===== src/rtl/ex_div_ctrl_pkg.sv =====
// ex_div_ctrl_pkg: shared encodings for the EX-stage divide sequencer.
//   DIV_OP_*      : div_op encodings (bit 0 = unsigned, bit 1 = remainder)
//   S_*           : sequencer state encoding
//   DIV_ZERO_QUO  : quotient returned for a zero divisor
//   SIGNED_MIN    : most negative dividend (signed overflow detection)
// The constants are sized for the default 32-bit datapath.
package ex_div_ctrl_pkg;

  localparam logic [1:0] DIV_OP_DIV  = 2'd0;
  localparam logic [1:0] DIV_OP_DIVU = 2'd1;
  localparam logic [1:0] DIV_OP_REM  = 2'd2;
  localparam logic [1:0] DIV_OP_REMU = 2'd3;

  localparam logic [1:0] S_IDLE  = 2'd0;
  localparam logic [1:0] S_ARRAY = 2'd1;
  localparam logic [1:0] S_ITER  = 2'd2;
  localparam logic [1:0] S_DONE  = 2'd3;

  localparam logic [31:0] DIV_ZERO_QUO = 32'hFFFF_FFFF;
  localparam logic [31:0] SIGNED_MIN   = 32'h8000_0000;

  function automatic logic op_is_signed(input logic [1:0] op);
    return ~op[0];
  endfunction

  function automatic logic op_is_rem(input logic [1:0] op);
    return op[1];
  endfunction

endpackage


===== src/rtl/ex_div_ctrl_div_iter_unsigned.sv =====
// div_iter_unsigned: radix-2 restoring unsigned divider datapath.
//   clk, rst_n   : clock, async active-low reset
//   start        : load dividend, clear partial remainder
//   step         : produce one quotient bit, MSB first
//   dividend     : dividend loaded on start
//   divisor      : divisor, held stable by the caller while stepping
//   quotient     : quotient after DATA_W steps
//   remainder    : remainder after DATA_W steps
module div_iter_unsigned #(
  parameter int DATA_W = 32
) (
  input  logic              clk,
  input  logic              rst_n,
  input  logic              start,
  input  logic              step,
  input  logic [DATA_W-1:0] dividend,
  input  logic [DATA_W-1:0] divisor,
  output logic [DATA_W-1:0] quotient,
  output logic [DATA_W-1:0] remainder
);

  // quo_q starts as the dividend; each step shifts a dividend bit out of the
  // top and a quotient bit in at the bottom.
  logic [DATA_W-1:0] quo_q, quo_d;
  logic [DATA_W:0]   rem_q, rem_d;
  logic [DATA_W:0]   rem_shift;

  always_comb begin
    rem_shift = {rem_q[DATA_W-1:0], quo_q[DATA_W-1]};
    quo_d     = quo_q;
    rem_d     = rem_q;
    if (start) begin
      quo_d = dividend;
      rem_d = '0;
    end else if (step) begin
      if (rem_shift >= {1'b0, divisor}) begin
        rem_d = rem_shift - {1'b0, divisor};
        quo_d = {quo_q[DATA_W-2:0], 1'b1};
      end else begin
        rem_d = rem_shift;
        quo_d = {quo_q[DATA_W-2:0], 1'b0};
      end
    end
  end

  always_ff @(posedge clk or negedge rst_n) begin
    if (!rst_n) begin
      quo_q <= '0;
      rem_q <= '0;
    end else begin
      quo_q <= quo_d;
      rem_q <= rem_d;
    end
  end

  assign quotient  = quo_q;
  assign remainder = rem_q[DATA_W-1:0];

endmodule


===== src/rtl/ex_div_ctrl.sv =====
// ex_div_ctrl: multi-cycle divide sequencer in front of the signed divider array.
//   clk, rst_n        : clock, async active-low reset
//   div_req/div_ready : request handshake (accept when both high)
//   div_op            : 0=DIV 1=DIVU 2=REM 3=REMU
//   div_op1/div_op2   : dividend / divisor
//   flush             : abort, back to IDLE with no result
//   div_busy          : pipeline stall, acceptance through DONE
//   div_result_valid  : one-cycle pulse in DONE
//   div_result        : quotient or remainder, held until the next DONE
//   arr_en/arr_op1/2  : signed array enable and registered operands
//   arr_result        : array output {rem, quo}
//
// state | meaning
// IDLE  | ready for a request
// ARRAY | array inputs settling, sampled when counter reaches 0
// ITER  | unsigned restoring iteration, one bit per cycle
// DONE  | result valid for one cycle
module ex_div_ctrl
  import ex_div_ctrl_pkg::*;
#(
  parameter int DATA_W        = 32,
  parameter int SETTLE_CYCLES = 2
) (
  input  logic                clk,
  input  logic                rst_n,
  input  logic                div_req,
  input  logic [1:0]          div_op,
  input  logic [DATA_W-1:0]   div_op1,
  input  logic [DATA_W-1:0]   div_op2,
  input  logic                flush,
  output logic                div_ready,
  output logic                div_busy,
  output logic                div_result_valid,
  output logic [DATA_W-1:0]   div_result,
  output logic                arr_en,
  output logic [DATA_W-1:0]   arr_op1,
  output logic [DATA_W-1:0]   arr_op2,
  input  logic [2*DATA_W-1:0] arr_result
);

  localparam int CNT_MAX = (DATA_W > SETTLE_CYCLES) ? DATA_W : SETTLE_CYCLES;
  localparam int CNT_W   = $clog2(CNT_MAX);

  logic [1:0]        state_q, state_d;
  logic [CNT_W-1:0]  cnt_q, cnt_d;
  logic [1:0]        op_q, op_d;
  logic [DATA_W-1:0] op1_q, op1_d, op2_q, op2_d;
  logic [DATA_W-1:0] quo_q, quo_d, rem_q, rem_d;
  logic [DATA_W-1:0] hold_q, hold_d;
  logic              iter_q, iter_d;

  logic              it_start, it_step;
  logic [DATA_W-1:0] it_quo, it_rem;
  logic              is_zero, is_ovf, use_array;
  logic [DATA_W-1:0] fin_quo, fin_rem, sel_result;

  // Unsigned operands with both MSBs clear divide identically as signed,
  // so only genuinely large unsigned operands need the slow iterator.
  assign is_zero   = (div_op2 == '0);
  assign is_ovf    = op_is_signed(div_op) && (div_op1 == SIGNED_MIN) &&
                     (div_op2 == DIV_ZERO_QUO);
  assign use_array = op_is_signed(div_op) ||
                     (!div_op1[DATA_W-1] && !div_op2[DATA_W-1]);

  // The iterator's final bit lands on the edge into DONE, so its outputs are
  // read directly instead of being copied into quo_q/rem_q.
  assign fin_quo    = iter_q ? it_quo : quo_q;
  assign fin_rem    = iter_q ? it_rem : rem_q;
  assign sel_result = op_is_rem(op_q) ? fin_rem : fin_quo;

  assign it_step = (state_q == S_ITER);

  always_comb begin
    state_d  = state_q;
    cnt_d    = cnt_q;
    op_d     = op_q;
    op1_d    = op1_q;
    op2_d    = op2_q;
    quo_d    = quo_q;
    rem_d    = rem_q;
    iter_d   = iter_q;
    hold_d   = hold_q;
    it_start = 1'b0;
    if (state_q == S_DONE) hold_d = sel_result;
    if (flush) begin
      state_d = S_IDLE;
      cnt_d   = '0;
    end else begin
      case (state_q)
        S_IDLE: begin
          if (div_req) begin
            op_d   = div_op;
            op1_d  = div_op1;
            op2_d  = div_op2;
            iter_d = 1'b0;
            if (is_zero) begin
              quo_d   = DIV_ZERO_QUO;
              rem_d   = div_op1;
              state_d = S_DONE;
            end else if (is_ovf) begin
              quo_d   = SIGNED_MIN;
              rem_d   = '0;
              state_d = S_DONE;
            end else if (use_array) begin
              cnt_d   = CNT_W'(SETTLE_CYCLES - 1);
              state_d = S_ARRAY;
            end else begin
              cnt_d    = CNT_W'(DATA_W - 1);
              iter_d   = 1'b1;
              it_start = 1'b1;
              state_d  = S_ITER;
            end
          end
        end
        S_ARRAY: begin
          if (cnt_q == '0) begin
            quo_d   = arr_result[DATA_W-1:0];
            rem_d   = arr_result[2*DATA_W-1:DATA_W];
            state_d = S_DONE;
          end else begin
            cnt_d = cnt_q - CNT_W'(1);
          end
        end
        S_ITER: begin
          if (cnt_q == '0) state_d = S_DONE;
          else             cnt_d   = cnt_q - CNT_W'(1);
        end
        S_DONE:  state_d = S_IDLE;
        default: state_d = S_IDLE;
      endcase
    end
  end

  always_ff @(posedge clk or negedge rst_n) begin
    if (!rst_n) begin
      state_q <= S_IDLE;
      cnt_q   <= '0;
      op_q    <= '0;
      op1_q   <= '0;
      op2_q   <= '0;
      quo_q   <= '0;
      rem_q   <= '0;
      iter_q  <= 1'b0;
      hold_q  <= '0;
    end else begin
      state_q <= state_d;
      cnt_q   <= cnt_d;
      op_q    <= op_d;
      op1_q   <= op1_d;
      op2_q   <= op2_d;
      quo_q   <= quo_d;
      rem_q   <= rem_d;
      iter_q  <= iter_d;
      hold_q  <= hold_d;
    end
  end

  div_iter_unsigned #(.DATA_W(DATA_W)) u_iter (
    .clk       (clk),
    .rst_n     (rst_n),
    .start     (it_start),
    .step      (it_step),
    .dividend  (div_op1),
    .divisor   (op2_q),
    .quotient  (it_quo),
    .remainder (it_rem)
  );

  assign div_ready        = (state_q == S_IDLE);
  assign div_busy         = (state_q != S_IDLE);
  assign div_result_valid = (state_q == S_DONE);
  assign div_result       = (state_q == S_DONE) ? sel_result : hold_q;
  assign arr_en           = (state_q == S_ARRAY);
  assign arr_op1          = op1_q;
  assign arr_op2          = op2_q;

endmodule


===== config.mk =====
export PLATFORM = sky130hd
export DESIGN_NAME = ex_div_ctrl
export DESIGN_NICKNAME = d
export VERILOG_FILES = /design/src/rtl/ex_div_ctrl_pkg.sv /design/src/rtl/ex_div_ctrl_div_iter_unsigned.sv /design/src/rtl/ex_div_ctrl.sv
export SDC_FILE = /design/constraint.sdc
export NUM_CORES = 1
export LEC_CHECK = 0
export CAP_MARGIN = 20
export CORE_ASPECT_RATIO = 2
export CORE_UTILIZATION = 58
export CTS_CLUSTER_SIZE = 40
export DETAILED_ROUTE_END_ITERATION = 8
export PLACE_DENSITY = 0.87
export SYNTH_ARGS = -nofsm -noshare
export SYNTH_HDL_FRONTEND = slang
export SYNTH_HIERARCHICAL = 1
export SYNTH_SLANG_ARGS = --single-unit

===== constraint.sdc =====
create_clock -name clk -period 5.8 [get_ports clk]
set_clock_uncertainty 0.1 [all_clocks]
set_input_delay 1.16 -clock clk [delete_from_list [all_inputs] [get_ports clk]]
set_output_delay 1.16 -clock clk [all_outputs]
set_load 0.05 [all_outputs]

# Yosys cells after proc, flatten, opt, wreduce, memory -nomap -nowiden
# Cells that the tools add are included.
[totals]
register_bits = 234
output_inout_bits = 100
word_cells = 87
[op_classes]
add_sub_neg = 2
magnitude_cmp = 1
eq_ne = 13
n_mux = 40
bitwise = 2
reduce_logical = 18
[op_table]
columns = ["cell", "count"]
rows = [
  ["$mux W32", 17],
  ["$pmux W32 S2", 2],
  ["$eq A32 B32 Y1 const B", 2],
  ["$ge A33 B32 Y1", 1],
  ["$logic_not A32 Y1", 1],
  ["$sub A32 B32 Y32", 1],
  ["$mux W5", 6],
  ["$mux W2", 6],
  ["$ne A3 B3 Y1 const B", 4],
  ["$pmux W5 S2", 1],
  ["$reduce_and A5 Y1", 2],
  ["$mux W1", 7],
  ["$ne A3 B1 Y1 const B", 2],
  ["$pmux W2 S3", 1],
  ["$reduce_bool A2 Y1", 3],
  ["$logic_not A5 Y1", 1],
  ["$sub A5 B1 Y5 const B", 1],
  ["$eq A2 B2 Y1 const B", 2],
  ["$logic_and A1 B1 Y1", 3],
  ["$reduce_and A3 Y1", 1],
  ["$reduce_bool A3 Y1", 1],
  ["$eq A2 B1 Y1 const B", 1],
  ["$logic_not A1 Y1", 2],
  ["$logic_not A2 Y1", 1],
  ["6 further kinds", 7],
]

# Longest topological paths before layout
# Gate-level depths: netlist (run 1).
[depth]
word_depth = 10
mapped_depth = 14
ltp_nobuf = 12

# By module
# The synthesis (run 1) kept the hierarchy.
[modules_own_cells]
columns = ["module", "instances", "cells_per_inst", "area_each_um2"]
rows = [
  ["ex_div_ctrl", 1, 589, 8247.9],
  ["div_iter_unsigned", 1, 601, 4961.0],
]

# Least setup slack after synthesis (run 1)
# Ideal clock, no wire load.
[synth_timing]
path_kind = "flip-flop to output port"
startpoint = "register iter_q"
endpoint = "output port div_result[10]"
arrival_ns = 2.072
required_time_ns = 4.540
setup_slack_ns = 2.468
path_stages_with_launch = 5
n_path_buf = 2
path_cell_list = "dfrtp_1 > clkbuf_1 > buf_1 > mux4_2 > mux2_2"
[synth_between]
elab_chain_len = 3
elab_cells_between_ends = 4
[synth_lines]
columns = ["item", "line", "text"]
rows = [
  ["from (decl)", "ex_div_ctrl.sv:50", "logic iter_q, iter_d;"],
  ["from (signal assigned)", "ex_div_ctrl.sv:153", "iter_q <= iter_d;"],
  ["$mux W32 (on tied branches)", "ex_div_ctrl.sv:67, ex_div_ctrl.sv:68", ""],
  ["$mux W32 (*)", "ex_div_ctrl.sv:69", "assign sel_result = op_is_rem(op_q) ? fin_rem : fin_quo;"],
  ["$mux W32 (*)", "ex_div_ctrl.sv:172", "assign div_result = (state_q == S_DONE) ? sel_result : hold_q;"],
  ["to (decl)", "ex_div_ctrl.sv:34", "output logic [DATA_W-1:0] div_result,"],
]
# Every way passes the cells marked *; elsewhere a longest branch is shown, timed or not.

# Worst setup path in the final report (run 1)
[layout_timing]
startpoint = "register iter_q"
endpoint = "output port div_result[30]"
# Same word-level chain as after synthesis.

==> impl_results.md, run 1 <==
* Status: completed
* Die footprint at 23,420 um^2
* Worst-Margin Slew at 1.061 ns
* ANT nets after route at 0
* Synth Register Bits at 233
* Top post-synthesis cells by count: dfrtp_1 (233), nand2_1 (109), mux2_2 (106)
* Hold depth at 1
* Max_slew headroom at 29.16%
* Die H at 215.4 um
* Root Driver: clkbuf_16
* Netlist cell types at 77
* Share of layout cells above drive strength 1 at 17.39%
* Sequential fraction of the synthesis area at 44.14%
* Unrepaired setup endpoints after global routing: no
* Final #Nets at 1,554
* First-pass GRT wire length at 63,190 um
* CP required at 4.54 ns
* Hold slack at 0.3976 ns
* Max-capacitance violation count at 0
* # rows at 77
* Crit end category: primary output
* Vias in the first global route at 11,156
* Avg WL per Cell at 25.26 um
* GPL Wtd Cong at 0.9838
* Worst Path Arrival at 3.14 ns
* Hold_buf cts at 0
* Count leader, synth: dfrtp_1
* TritonCTS clock tree: built
* Initial detailed-routing violation count at 965
* CTS buffer count at 22
* Average size of a mapped cell at 11.10 um^2
* Final Critical Period at 4.400 ns
* Detailed Place HPWL at 29,320 um
* # DRC at 0
* Worst-path clk slew at 0.07 ns
* # port buffers at 233
* Fill cell count at 1,493
* Final Cell Area at 16,460 um^2
* Worst Hold Class: flop to flop
* Ys async rst share at 100.0%
* Core area at 22,260 um^2
* Cell leakage power at 7.223 nW
* # Post-CTS Setup Buffers at 0
* CP Max Fanout at 19
* Total gr overflow at 0
* Routed WL at 42,290 um
* Met3 global-route usage at 5.255%
* Final hold viol count at 0
* H-tree depth at 1
* Power density over the cells at 697.1 nW/um^2
* Startpoint types: flop
* Synth Instances at 1,190
* Clk sinks at 233
* Post-CTS sizing at 0
* Die X at 108.7 um
* VDD IR-drop max at 0.4832 mV
* Netlist area before placement at 13,210 um^2
* Vias at 10,678
* Final period util at 75.87%
* Clock Path Buffers at 3
* Synth Net Count at 1,363
* # IOs at 234
* Setup Total Neg Slack at 0 ns
* Synth area leader: dfrtp_1
* P&R area growth vs syn at 24.62%
* Met1 Usage GRT at 40.15%
* Vias per cell at 6.379
* Post-synth EDFFs at 0
* Max Transition Viols Final at 0
* Yosys warnings at 6
* Cells taking the most area after synthesis: dfrtp_1 (44%), mux2_2 (9.0%), mux4_2 (5.5%)
* Met2 usage at 63.54%
* Max Freq at 0.2273 GHz
* Post-DP Area at 15,610 um^2
* Reg2Reg Depth at 10
* Pwr Total at 11.48 mW
* # setup viols final at 0
* Antenna violations before repair at 1
* Critical path class: flop to primary output
* Predominant post-synthesis flop cell: dfrtp_1
* Grt peak-use layer: met2
* DR pass1 iterations at 5
* Synth top area share at 44.14%
* Clk_lat worst skew at 0.54 ns
* GRT Total Usage at 36.07%
* Initial core utilization at 59.35%
* Largest net degree at the start of global routing at 132
layer usage:
layer / part of all wire (%) / wire, um
met1: 34 / 14560
met2: 53 / 22230
met3: 6.5 / 2752
met4: 6.5 / 2745
met5: 0 / 0
where the power goes:
group,switching (mW),internal [mW]
clock,0.686,0.928
sequential,0.665,2.31
combinational,4.12,2.76
total,5.47,6.00
per-stage QoR:
step	std cells	setup slack, ns	util, %
floorplan	1190	2.468	-
global placement	1631	1.185	70.14
detailed placement	1631	1.256	70.14
CTS	1671	1.120	73.74
global route	1674	1.288	73.96
finish	1674	1.400	73.96
worst max-delay path, cell delays in order, from the launching register on:
cell and delay (ns):
dfrtp_2 0.71, buf_12 0.26, mux4_2 0.58, mux2_2 0.32, clkdlybuf4s50_1 0.72
path summary, 6_finish.rpt:
kind | slack, ns | end | start
worst max-delay path | 1.40 | div_result[30] | iter_q
worst min-delay path | 0.40 | hold_q[31] | hold_q[31]
worst max register to register | 1.90 | u_iter/rem_q[26] | u_iter/rem_q[5]
worst min register to register | 0.40 | hold_q[31] | hold_q[31]
max in group asynchronous | 3.79 | iter_q | rst_n
min in group asynchronous | 0.66 | arr_op2[18] | rst_n
kinds of logic after synthesis:
family | Yosys count | synth area share [%]
DFF | 233 | 44.14
adders and majority gates | 39 | 3.751
AOI/OAI and AO/OA | 257 | 13.15
muxes | 234 | 22.87
xor gates and xnor gates | 27 | 1.790
buffers and inverters | 155 | 5.314
and+or+nand+nor | 245 | 8.989
state kept, by name (all words and copies together), names as in the netlist, 5 cells and up:
| register | count |
|---|---|
| arr_op1 | 32 |
| arr_op2 | 32 |
| hold_q | 32 |
| quo_q | 32 |
| rem_q | 32 |
| u_iter/quotient | 32 |
| u_iter/rem_q | 32 |
| cnt_q | 5 |
cell usage in the layout, fill, tap and decap left out, types with 3 or more instances in the layout:
master | netlist | final
nor4_1 | 15 | 15
nor2b_1 | 6 | 6
o21ai_1 | 3 | 3
o211ai_1 | 4 | 4
o22ai_1 | 5 | 5
mux2_4 | 29 | 29
and3_1 | 6 | 6
nand2b_1 | 7 | 7
a31oi_1 | 10 | 10
clkinvlp_4 | 0 | 3
clkbuf_16 | 0 | 22
nor3_1 | 9 | 9
dfrtp_1 | 233 | 232
nand4_1 | 14 | 14
xnor2_1 | 17 | 17
a21oi_1 | 70 | 70
nand3_1 | 6 | 6
mux4_2 | 32 | 32
a22o_1 | 32 | 32
a211oi_1 | 10 | 10
nand2_1 | 109 | 108
ha_1 | 38 | 35
o21ai_0 | 55 | 55
inv_1 | 78 | 78
nor2_1 | 51 | 49
mux2i_1 | 67 | 67
clkbuf_8 | 7 | 3
a21o_1 | 11 | 11
xor2_1 | 10 | 10
bufinv_16 | 0 | 4
a311oi_1 | 18 | 18
clkdlybuf4s50_1 | 0 | 232
o21a_1 | 7 | 7
mux2_2 | 106 | 106
buf_4 | 1 | 8
area by class of cell:
class / instances / area, um^2 / area share (%)
multi-input combinational: 802 / 6721 / 40.83
sequential: 233 / 5832 / 35.43
timing repair buffer: 244 / 2465 / 14.97
clock buffer: 26 / 595.6 / 3.618
tap: 276 / 345.3 / 2.098
inverter: 78 / 292.8 / 1.779
clock inverter: 14 / 206.4 / 1.254
antenna: 1 / 2.502 / 0.01520
No activity file was read; power rests on OpenSTA's default activity.
==> inputs of run 2 (changes only) <==
--- a/config.mk
+++ b/config.mk
@@ -7,10 +7,10 @@
 export LEC_CHECK = 0
 export CAP_MARGIN = 20
 export CORE_ASPECT_RATIO = 2
-export CORE_UTILIZATION = 58
+export CORE_UTILIZATION = 54
 export CTS_CLUSTER_SIZE = 40
 export DETAILED_ROUTE_END_ITERATION = 8
-export PLACE_DENSITY = 0.87
+export PLACE_DENSITY = 0.82
 export SYNTH_ARGS = -nofsm -noshare
 export SYNTH_HDL_FRONTEND = slang
 export SYNTH_HIERARCHICAL = 1
==> constraint.sdc (replaced) <==
create_clock -name clk -period 4.45 [get_ports clk]
set_clock_uncertainty 0.1 [all_clocks]
set_input_delay 0.89 -clock clk [delete_from_list [all_inputs] [get_ports clk]]
set_output_delay 0.89 -clock clk [all_outputs]
set_load 0.05 [all_outputs]
==> run 2 against run 1 <==
Effect of this change:
- non-clock buffer count rose by 9
- total power rose by 27%
- hold slack got worse by 0.11 ns
- via count fell by 1.6%
- setup slack got worse by 0.89 ns
- critical endpoint is now div_result[7]
- largest power group unchanged
==> impl_results.md, run 2 (synthesis gave the netlist of run 1 again) <==
* Antenna violations before repair at 3 (was 1)
* # setup viols final at 0 (unchanged)
* Final Critical Period at 3.941 ns
* # port buffers at 233 (unchanged)
* FF-to-FF setup slack at 0.75 ns (was 1.90 ns)
* Total gr overflow at 0 (unchanged)
* Status: completed (unchanged)
* GRT Total Usage at 32.10% (was 36.07%)
* Detailed Place HPWL at 29,300 um (was 29,320 um)
* Setup Total Neg Slack at 0 ns (unchanged)
* Pint at 7.698 mW (was 6.004 mW)
* DR pass1 iterations at 5 (unchanged)
* Reg area at 5832 um^2 (unchanged)
* Routed wl met3 at 1884 um (was 2752 um)
* Most frequent cells in the layout: dfrtp_1 (232), clkdlybuf4s50_1 (232), nand2_1 (108) (unchanged)
* Share of layout cells above drive strength 1 at 17.61% (was 17.39%)
* Post-CTS sizing at 0 (unchanged)
* Reg2Reg Depth at 11 (was 10)
* Vias in the first global route at 10,853 (was 11,156)
* Avg WL per Cell at 23.45 um (was 25.26 um)
* Largest net degree at the start of global routing at 106 (was 132)
* Clock power frac at 12.8% (was 14.1%)
* Reg2reg end: u_iter/rem_q[20] (was u_iter/rem_q[26])
* FF-to-FF Start: u_iter/rem_q[5] (unchanged)
* Power density over the cells at 884.0 nW/um^2 (was 697.1 nW/um^2)
* Clock Path Buffers at 3 (unchanged)
* Critical path class: flop to primary output (unchanged)
* # DRC at 0 (unchanged)
* Vias per cell at 6.213 (was 6.379)
* CP Max Fanout at 11 (was 19)
* Sw Share at 47.11% (was 47.68%)
* Comb power frac at 61.1% (was 60.0%)
* Crit end category: primary output (unchanged)
* Flop pwr share at 26.1% (was 25.9%)
* Die footprint at 25,130 um^2 (was 23,420 um^2)
* NetSw at 6.857 mW (was 5.472 mW)
* Final WS setup at 0.5085 ns (was 1.400 ns)
* Clk_lat worst skew at 0.53 ns (was 0.54 ns)
* # Post-CTS Setup Buffers at 0 (unchanged)
* Initial core utilization at 55.21% (was 59.35%)
* Core area at 23,920 um^2 (was 22,260 um^2)
* Startpoint types: flop (unchanged)
* ANT nets after route at 0 (unchanged)
* CTS buffer count at 21 (was 22)
* CP required at 3.46 ns (was 4.54 ns)
* Top Layer Used: met5 (was met4)
* Multi-input gate area at 6719 um^2 (was 6721 um^2)
* Critical path cell sequence: buf_4 > mux4_2 > mux2_2 > clkdlybuf4s50_1 (was buf_12 > mux4_2 > mux2_2 > clkdlybuf4s50_1)
* Met2 WL at 20,780 um (was 22,230 um)
* Hold_buf cts at 0 (unchanged)
* Worst Path Arrival at 2.95 ns (was 3.14 ns)
* P&R area growth vs syn at 24.66% (was 24.62%)
* Vias at 10,512 (was 10,678)
* # IOs at 234 (unchanged)
* Fill cell count at 1,707 (was 1,493)
* CP max stage cell: clkdlybuf4s50_1 (unchanged)
* Max Transition Viols Final at 0 (unchanged)
* Die X at 112.6 um (was 108.7 um)
* Worst-Margin Slew at 0.9532 ns (was 1.061 ns)
* Worst stage delay on the critical path at 0.70 ns (was 0.72 ns)
* # rows at 80 (was 77)
* Cell leakage power at 7.237 nW (was 7.223 nW)
* GPL Wtd Cong at 0.9412 (was 0.9838)
* Initial detailed-routing violation count at 675 (was 965)
* VDD IR-drop max at 0.6139 mV (was 0.4832 mV)
* Final #Nets at 1,562 (was 1,554)
* Max_slew headroom at 36.46% (was 29.16%)
* Final hold viol count at 0 (unchanged)
* Max-capacitance violation count at 0 (unchanged)
* First-pass GRT wire length at 61,450 um (was 63,190 um)
* Unrepaired setup endpoints after global routing: no (unchanged)
* Routed WL at 39,680 um (was 42,290 um)
* Worst-path clk slew at 0.07 ns (about the same)
* Post-place setup slack at 0.5086 ns (was 1.256 ns)
* Root Driver: clkbuf_16 (unchanged)
* Clk sinks at 233 (unchanged)
* Final period util at 88.57%
* Worst Hold Class: input pin to asynchronous set/reset pin (was flop to flop)
* H-tree depth at 1 (unchanged)
* Max Freq at 0.2537 GHz
* M1 WL at 14,690 um (was 14,560 um)
* TritonCTS clock tree: built (unchanged)
* Die H at 223.2 um (was 215.4 um)
run 2: cell types whose count changed in the layout (fill, tap and decap cells not counted), sizes merged:
cell      delta
inv          -2
diode        +1
buf          +9
bufinv       -3
clkinvlp     -2
clkbuf       +4
run 2: power by group through the flow:
stage / clock [mW] / sequential [mW] / combinational [mW]
finish: 1.86 / 3.79 / 8.90
global route: 1.95 / 3.90 / 9.52
CTS: 1.88 / 3.78 / 8.86
detailed placement: 0 / 3.80 / 8.82
global placement: 0 / 3.75 / 8.73
floorplan: 0 / 4.54 / 5.53
run 2: worst max path at each step:
stage | from | to | slack, ns | cells after the start
finish | iter_q | div_result[7] | 0.51 | 4
global route | iter_q | div_result[1] | 0.43 | 4
CTS | iter_q | div_result[7] | 0.49 | 4
detailed placement | div_op2[5] | rem_q[10] | 0.51 | 7
global placement | div_op2[5] | rem_q[24] | 0.52 | 7
floorplan | state_q[0] | u_iter/rem_q[23] | 1.14 | 11
run 2: layout make-up:
class | count | share of cell area, %
multi-input combinational | 802 | 40.81
sequential | 233 | 35.42
timing repair buffer | 253 | 15.56
clock buffer | 30 | 3.822
tap | 287 | 2.181
inverter | 78 | 1.778
clock inverter | 7 | 0.4027
antenna | 2 | 0.03040
run 2: through the flow:
stage | instance area [um^2] | std cells | utilization [%] | power, mW | hold WS [ns]
global route | 16470 | 1692 | 68.83 | 15.37 | 0.3649
floorplan | 13210 | 1190 | - | 10.07 | 0.3738
global placement | 15770 | 1653 | 65.90 | 12.48 | 0.3813
finish | 16470 | 1692 | 68.83 | 14.56 | 0.2906
CTS | 16460 | 1690 | 68.81 | 14.52 | 0.3319
detailed placement | 15770 | 1653 | 65.90 | 12.62 | 0.3853
run 2: critical path: cells and delay by family, from the launching register on:
family	cells	cell delay, ns
buffers and inverters	2	1.01
DFF	1	0.55
muxes	2	0.85
run 2: per-layer routing:
metal | global-route usage, % | vias to the layer above
met2 | 57.23 | 401
met4 | 17.59 | 2
met3 | 2.880 | 102
met5 | 0 | -
li1 | - | 4724
met1 | 37.76 | 5283
